==> src/rtl/grf_mp_pkg.sv <==
// grf_mp_pkg -- shared definitions for the multi-port general register file.
//   GRF_DW_DEFAULT : default data width
//   GRF_AW_DEFAULT : default address width (depth = 2**AW)
//   REG_ZERO       : hard-wired zero register index
package grf_mp_pkg;

  localparam int GRF_DW_DEFAULT = 32;
  localparam int GRF_AW_DEFAULT = 5;
  localparam int REG_ZERO       = 0;

endpackage

==> src/rtl/grf_bypass_mux.sv <==
// grf_bypass_mux -- read-port data select with same-cycle write bypass.
// Priority: register 0 -> 0, lane 1 hit -> wd1, lane 0 hit -> wd0, else array word.
// Ports:
//   ra_i        read address
//   we0_i/wa0_i/wd0_i  lane 0 (older) write
//   we1_i/wa1_i/wd1_i  lane 1 (younger, wins) write
//   mem_word_i  array contents at ra_i
//   rdata_o     selected read data
module grf_bypass_mux
  import grf_mp_pkg::*;
#(
  parameter int DW = GRF_DW_DEFAULT,
  parameter int AW = GRF_AW_DEFAULT
) (
  input  logic [AW-1:0] ra_i,
  input  logic          we0_i,
  input  logic [AW-1:0] wa0_i,
  input  logic [DW-1:0] wd0_i,
  input  logic          we1_i,
  input  logic [AW-1:0] wa1_i,
  input  logic [DW-1:0] wd1_i,
  input  logic [DW-1:0] mem_word_i,
  output logic [DW-1:0] rdata_o
);

  always_comb begin
    // NOTE: default assigned first so every path drives rdata_o (no latch).
    rdata_o = mem_word_i;
    if (ra_i == AW'(REG_ZERO)) begin
      rdata_o = '0;
    end else if (we1_i && (wa1_i == ra_i)) begin
      rdata_o = wd1_i;
    end else if (we0_i && (wa0_i == ra_i)) begin
      rdata_o = wd0_i;
    end
  end

endmodule

==> src/rtl/grf_mp.sv <==
// grf_mp -- parametrised general register file: two write lanes, NRD bypassed
// read ports, and a per-register pending scoreboard for the hazard unit.
// Optional macro GRF_TRACE_EN: prints one trace line per accepted write.
// Ports:
//   clk, reset            clock; asynchronous active-low reset
//   we0/wa0/wd0/wpc0      lane 0 write (older); wpc0 used by trace only
//   we1/wa1/wd1/wpc1      lane 1 write (younger, wins conflicts)
//   ra / rd               packed read addresses / bypassed read data
//   set_en / set_addr     mark a destination register pending
//   rpend                 pending bit of each read address (not bypassed)
//   pend_any              OR of all pending bits
module grf_mp
  import grf_mp_pkg::*;
#(
  parameter int DW  = GRF_DW_DEFAULT,
  parameter int AW  = GRF_AW_DEFAULT,
  parameter int NRD = 2
) (
  input  logic              clk,
  input  logic              reset,
  input  logic              we0,
  input  logic [AW-1:0]     wa0,
  input  logic [DW-1:0]     wd0,
  input  logic [31:0]       wpc0,
  input  logic              we1,
  input  logic [AW-1:0]     wa1,
  input  logic [DW-1:0]     wd1,
  input  logic [31:0]       wpc1,
  input  logic [NRD*AW-1:0] ra,
  output logic [NRD*DW-1:0] rd,
  input  logic              set_en,
  input  logic [AW-1:0]     set_addr,
  output logic [NRD-1:0]    rpend,
  output logic              pend_any
);

  localparam int DEPTH = 1 << AW;

  logic [DW-1:0]    mem_q [DEPTH];
  logic [DEPTH-1:0] pend_q, pend_d;

  // NOTE: the array is reset because the CPU relies on every register
  // reading 0 after reset; this keeps it out of block RAM on purpose.
  always_ff @(posedge clk or negedge reset) begin
    if (!reset) begin
      for (int r = 0; r < DEPTH; r++) mem_q[r] <= '0;
    end else begin
      // NOTE: non-blocking writes; on a same-address conflict the lane-1
      // assignment is scheduled last, so the younger instruction's data lands.
      if (we0 && (wa0 != AW'(REG_ZERO))) mem_q[wa0] <= wd0;
      if (we1 && (wa1 != AW'(REG_ZERO))) mem_q[wa1] <= wd1;
    end
  end

  // Retiring writes clear, issue sets; set applied last so a new producer
  // supersedes one retiring in the same cycle.
  always_comb begin
    pend_d = pend_q;
    if (we0)    pend_d[wa0]      = 1'b0;
    if (we1)    pend_d[wa1]      = 1'b0;
    if (set_en) pend_d[set_addr] = 1'b1;
    pend_d[REG_ZERO] = 1'b0;
  end

  always_ff @(posedge clk or negedge reset) begin
    if (!reset) pend_q <= '0;
    else        pend_q <= pend_d;
  end

  assign pend_any = |pend_q;

  for (genvar i = 0; i < NRD; i++) begin : g_rd
    logic [AW-1:0] ra_i;
    logic [DW-1:0] byp_data;

    assign ra_i = ra[i*AW +: AW];

    grf_bypass_mux #(
      .DW(DW),
      .AW(AW)
    ) u_mux (
      .ra_i      (ra_i),
      .we0_i     (we0),
      .wa0_i     (wa0),
      .wd0_i     (wd0),
      .we1_i     (we1),
      .wa1_i     (wa1),
      .wd1_i     (wd1),
      .mem_word_i(mem_q[ra_i]),
      .rdata_o   (byp_data)
    );

    // The bypass would otherwise forward write data while reset is held.
    assign rd[i*DW +: DW] = reset ? byp_data : '0;
    assign rpend[i]       = reset & pend_q[ra_i];
  end

`ifdef GRF_TRACE_EN
  always @(posedge clk) begin
    if (reset) begin
      if (we0) $display("%d@%h: $%d <= %h", $time, wpc0, wa0, wd0);
      if (we1) $display("%d@%h: $%d <= %h", $time, wpc1, wa1, wd1);
    end
  end
`else
  logic unused_wpc;
  assign unused_wpc = ^{wpc0, wpc1};
`endif

endmodule

==> config.mk <==
export PLATFORM = sky130hd
export DESIGN_NAME = grf_mp
export DESIGN_NICKNAME = d
export VERILOG_FILES = /design/src/rtl/grf_mp_pkg.sv /design/src/rtl/grf_bypass_mux.sv /design/src/rtl/grf_mp.sv
export SDC_FILE = /design/constraint.sdc
export NUM_CORES = 2
export LEC_CHECK = 0
export BUFFER_PORTS_ARGS = -buffer_cell sky130_fd_sc_hd__clkbuf_2
export CELL_PAD_IN_SITES_DETAIL_PLACEMENT = 1
export CELL_PAD_IN_SITES_GLOBAL_PLACEMENT = 1
export CORE_ASPECT_RATIO = 1.75
export CORE_MARGIN = 2
export CORE_UTILIZATION = 48
export CTS_BUF_LIST = sky130_fd_sc_hd__clkbuf_4 sky130_fd_sc_hd__clkbuf_8
export DETAILED_ROUTE_END_ITERATION = 8
export PLACE_DENSITY = 0.89
export SLEW_MARGIN = 10
export SYNTH_ARGS = -nofsm -noshare
export SYNTH_HDL_FRONTEND = slang
export SYNTH_HIERARCHICAL = 1
export SYNTH_SLANG_ARGS = --single-unit
==> constraint.sdc <==
create_clock -name clk -period 2.9 [get_ports clk]
set_input_delay 0.29 -clock clk [delete_from_list [all_inputs] [get_ports clk]]
set_output_delay 0.29 -clock clk [all_outputs]
set_load 0.1 [all_outputs]
==> run summary, run 1 <==
status: stopped before the end
Last stage: global routing (5_1_grt)
first reported error: [ERROR GRT-0232] Routing congestion too high. Check the congestion heatmap in the GUI.
CTS Sinks: 1,055
syn_area_per_cell: 10.9 um^2
GR Util All Layers: 0.765
io pins: 225
number of synthesis warnings: 6
total gr overflow: 118
Die Wd: 287 um
area leader, netlist: dfrtp_1
Synth cell types: 51
number of synthesized flops with an enable pin: 0
CTS HTree Levels: 4
syn nets: 6,315
# port buffers: 160
post-detail-place hpwl: 231 mm
Main synth FF type: dfrtp_1
Placed Area: 0.0752 mm^2
post-synth top area share: 0.392
synthesized cell area: 0.0673 mm^2
CTS root buf: clkbuf_8
Clock Tree Buf Depth: 3
asr flop ratio synth: 1.00
total CTS buffers: 161
Placer Congestion: 1.02
largest net degree at the start of global routing: 160
Mapped Cells: 6,157
Synth area leaders: dfrtp_1 39%, mux4_2 22%, mux2i_1 10%, a21oi_1 3.8%, o21ai_0 3.7%
Die Y: 499 um
post-synthesis register bit count: 1,055
row count: 181
Starting Density: 0.484
Seq/Total Area, Yosys: 0.392
[synthesized netlist by cell type (all sizes together) (2+ instances only)]
cell type,count
and2,65
mux2i,695
dfrtp,1055
nand2,517
clkbuf,628
a22oi,295
a311oi,62
o21ai,544
nand4,67
a32o,31
o22a,2
and3,5
or3b,7
o211a,15
or2,3
a21oi,513
nor2,565
xnor2,20
a21boi,3
buf,170
and4,4
and3b,10
nor4,7
nor3b,11
or3,2
nand3,37
mux2,68
nand2b,4
a32oi,7
nand3b,7
a211oi,2
nor2b,4
or4,3
nor3,67
inv,3
mux4,654
[layer usage]
layer | overflow | GRT usage
met3 | 5 | 0.717
met1 | 10 | 0.723
met5 | 0 | 0.549
met4 | 57 | 0.730
met2 | 46 | 0.886
[cells by family after synthesis]
family | after synthesis | share of synthesized area
AOI/OAI and AO/OA | 1479 | 0.134
muxes | 1417 | 0.334
and+or+nand+nor | 1385 | 0.0880
DFF | 1055 | 0.392
buffers and inverters | 801 | 0.0491
xor gates and xnor gates | 20 | 0.00260
[repair_timing]
action | in CTS
hold buffers | 66
resized for setup | 309
setup buffers | 54
pin swaps | 58
endpoints found under the hold margin | 805
gates cloned | 0
endpoints found under the setup margin | 67
[metrics by stage]
| step | util | instances | setup WS, ns |
|---|---|---|---|
| after floorplan | - | 6157 | -0.0121 |
| after global placement | 0.541 | 7912 | -0.438 |
| after detailed placement | 0.541 | 7912 | -0.485 |
| after CTS | 0.581 | 8313 | -0.790 |
==> run 2, diff against run 1 <==
- CELL_PAD_IN_SITES_DETAIL_PLACEMENT: 1 -> default
- CELL_PAD_IN_SITES_GLOBAL_PLACEMENT: 1 -> default
- CORE_ASPECT_RATIO: 1.75 -> default
- CORE_UTILIZATION: 48 -> 40
- CTS_BUF_LIST: sky130_fd_sc_hd__clkbuf_4 sky130_fd_sc_hd__clkbuf_8 -> default
- PLACE_DENSITY: 0.89 -> default
- PLACE_DENSITY_LB_ADDON: default -> 0.15
- clock period: 2.9 -> 3.8 ns (I/O delays scaled with it)
==> run summary, run 2 <==
final period demand of the worst path: 3.75 ns
Total Wirelength: 316 mm
number of synthesis warnings: 6 (unchanged)
commonest non-fill, non-tap cell in the layout: dfrtp_1
number of synthesized flops with an enable pin: 0 (unchanged)
Seq/Total Area, Yosys: 0.392 (unchanged)
Worst-Skew Late Latency: 0.79 ns
fin crit share: 0.987
Worst setup startpoint: mem_q[799]
Vias: 56,900
setup_tns: 0 ns
fmax: 0.267 GHz
area leader, netlist: dfrtp_1
Slew @ Worst Pin: 1.13 ns
Synth cell types: 51 (unchanged)
Reg with most FFs: mem_q
syn nets: 6,315 (unchanged)
post-detail-place hpwl: 192 mm (-17%)
Max Slew Vio Count: 0
worst setup path class: register to output pin
synthesized cell area: 0.0673 mm^2 (unchanged)
antenna violations before repair: 28
flop-to-flop setup slack: 2.95 ns
core box area: 0.167 mm^2
first drt pass iteration count: 9
CTS HTree Levels: 3 (-1)
slew margin rel.: 0.248
critical path peak fanout: 3
initial DRC count: 8,566
asr flop ratio synth: 1.00 (unchanged)
RSZ-0062 raised after global routing: false
Util after Layout: 0.465
Mapped Cells: 6,157 (unchanged)
Starting Density: 0.402 (-0.0815)
RR Endpoint: mem_q[247]
row count: 150 (-17%)
CTS tree: done
Placer Congestion: 0.910 (-11%)
# port buffers: 160 (unchanged)
status: finished clean
Die Y: 414 um (-17%)
WP data required: 3.42 ns
vias in the first global route: 54,600
most frequent cell after synthesis: dfrtp_1
clk slew on worst S/H paths: 0.06 ns
Syn-to-layout area delta: 15.6%
CTS root buf: clkbuf_16
most frequent cells in the layout: 1,055 x dfrtp_1, 695 x mux2i_1, 654 x mux4_2, 530 x nor2_1, 513 x a21oi_1
LEAKAGE: 34.7 nW
commonest cells in the netlist: 1,055 x dfrtp_1, 695 x mux2i_1, 654 x mux4_2
share of cells above drive strength 1: 0.263
Critical Path End: rd[31]
WL per Instance: 37.9 um
total CTS buffers: 119 (-26%)
max reg flops: 1,024
endpoint class of the critical path: output pin
Remaining DRCs: 0
final hold vios: 0
reg2reg start: mem_q[247]
die area: 0.172 mm^2
total gr overflow: 0
Finished Layout Cells: 8,336
Final setup viols: 0
Max-Cap Viols: 0
fin nets: 6,170
top flop regs: mem_q x1024, pend_q x31
syn_area_per_cell: 10.9 um^2 (unchanged)
type of origin of the critical path: register
io pins: 225 (unchanged)
Pwr Density: 528 mW/mm^2
DP Cell Count: 8,091 (+2.3%)
Die Wd: 414 um (+44%)
post-synthesis register bit count: 1,055 (unchanged)
CTS Sinks: 1,055 (unchanged)
vias per cell: 6.83
first-pass GRT wire length: 442 mm
Main synth FF type: dfrtp_1
Peak supply drop: 0.398 mV
largest net degree at the start of global routing: 91
Antenna Nets Post-Route: 0
Final Skew: 0 ns
GR Util All Layers: 0.363
HP Class: input port to register
Arr. time, crit path: 3.37 ns
Clock Tree Buf Depth: 3 (unchanged)
cells on worst reg2reg path: 2
Synth area leaders: dfrtp_1 39%, mux4_2 22%, mux2i_1 10%, a21oi_1 3.8%, o21ai_0 3.7%
post-synth top area share: 0.392 (unchanged)
[run 2: cell counts after synthesis]
No cell type changed its count.
[run 2: worst min path at each step]
stage	start	cells after the start	to
finish	wd1[29]	3	mem_q[989]
global route	wd1[29]	3	mem_q[989]
CTS	wd1[29]	3	mem_q[989]
detailed placement	reset	1	pend_q[13]
global placement	reset	1	pend_q[13]
floorplan	reset	0	mem_q[0]
[run 2: repair_timing]
| item | in CTS | in global routing |
|---|---|---|
| hold buffers | 3 | 0 |
| setup buffers | 0 | 0 |
| hold endpoints to repair | 60 | 0 |
| setup endpoints to repair | 1 | 1 |
| gates resized for setup | 2 | 1 |
[run 2: final cells by class]
cell class / instances / area, um^2
Antenna cell: 21 / 52.6
Clock buffer: 177 / 3570
Clock inverter: 43 / 424
Fill cell: 15200 / 89400
Inverter: 3 / 11.3
Multi-Input combinational cell: 4301 / 38300
Sequential cell: 1055 / 26400
Tap cell: 2204 / 2760
Timing Repair Buffer: 532 / 6240
[run 2: per-layer routing]
metal  track usage  wire [um]  share of wire  vias up
met2         0.518     134000           0.42     4166
met3         0.117      40200           0.13     1014
met4         0.204      20800          0.066       18
met5             0        134        0.00042        -
met1         0.486     121000           0.38    28900
li1              -          -              -    22800
[run 2: critical path, cell delays in order, from the launching register on]
cell and delay [ns]:
dfrtp_1 0.40, mux4_2 0.51, mux4_2 0.48, mux2_2 0.35, o21ai_2 0.18, a311oi_2 0.20
and2_1 0.29, buf_12 0.17
[run 2: stage by stage]
step	power, mW	area [um^2]	setup WS [ns]	hold slack (ns)
after floorplan	24.6	67300	0.341	0.0844
after global placement	28.5	73700	0.145	0.332
after detailed placement	28.9	73700	0.116	0.340
after CTS	41.0	77700	0.0861	0.0275
after global routing	42.7	77800	0.0134	0.0891
final	41.1	77800	0.0483	0.0882
[run 2: report_power, final]
group | total, mW | switching (mW) | leakage [nW] | internal [mW]
clock network | 12.2 | 5.26 | 1.99 | 6.93
logic | 12.5 | 5.99 | 19.7 | 6.56
registers | 16.4 | 2.28 | 13.0 | 14.1
total | 41.1 | 13.5 | 34.7 | 27.6
[run 2: cells by family after synthesis]
group	synth area share
XOR/XNOR	0.00260
flip-flops	0.392
AND/OR/NAND/NOR	0.0880
buffers and inverters	0.0491
multiplexers	0.334
AO/OA/AOI/OAI	0.134
No activity file was read; power rests on OpenSTA's default activity.
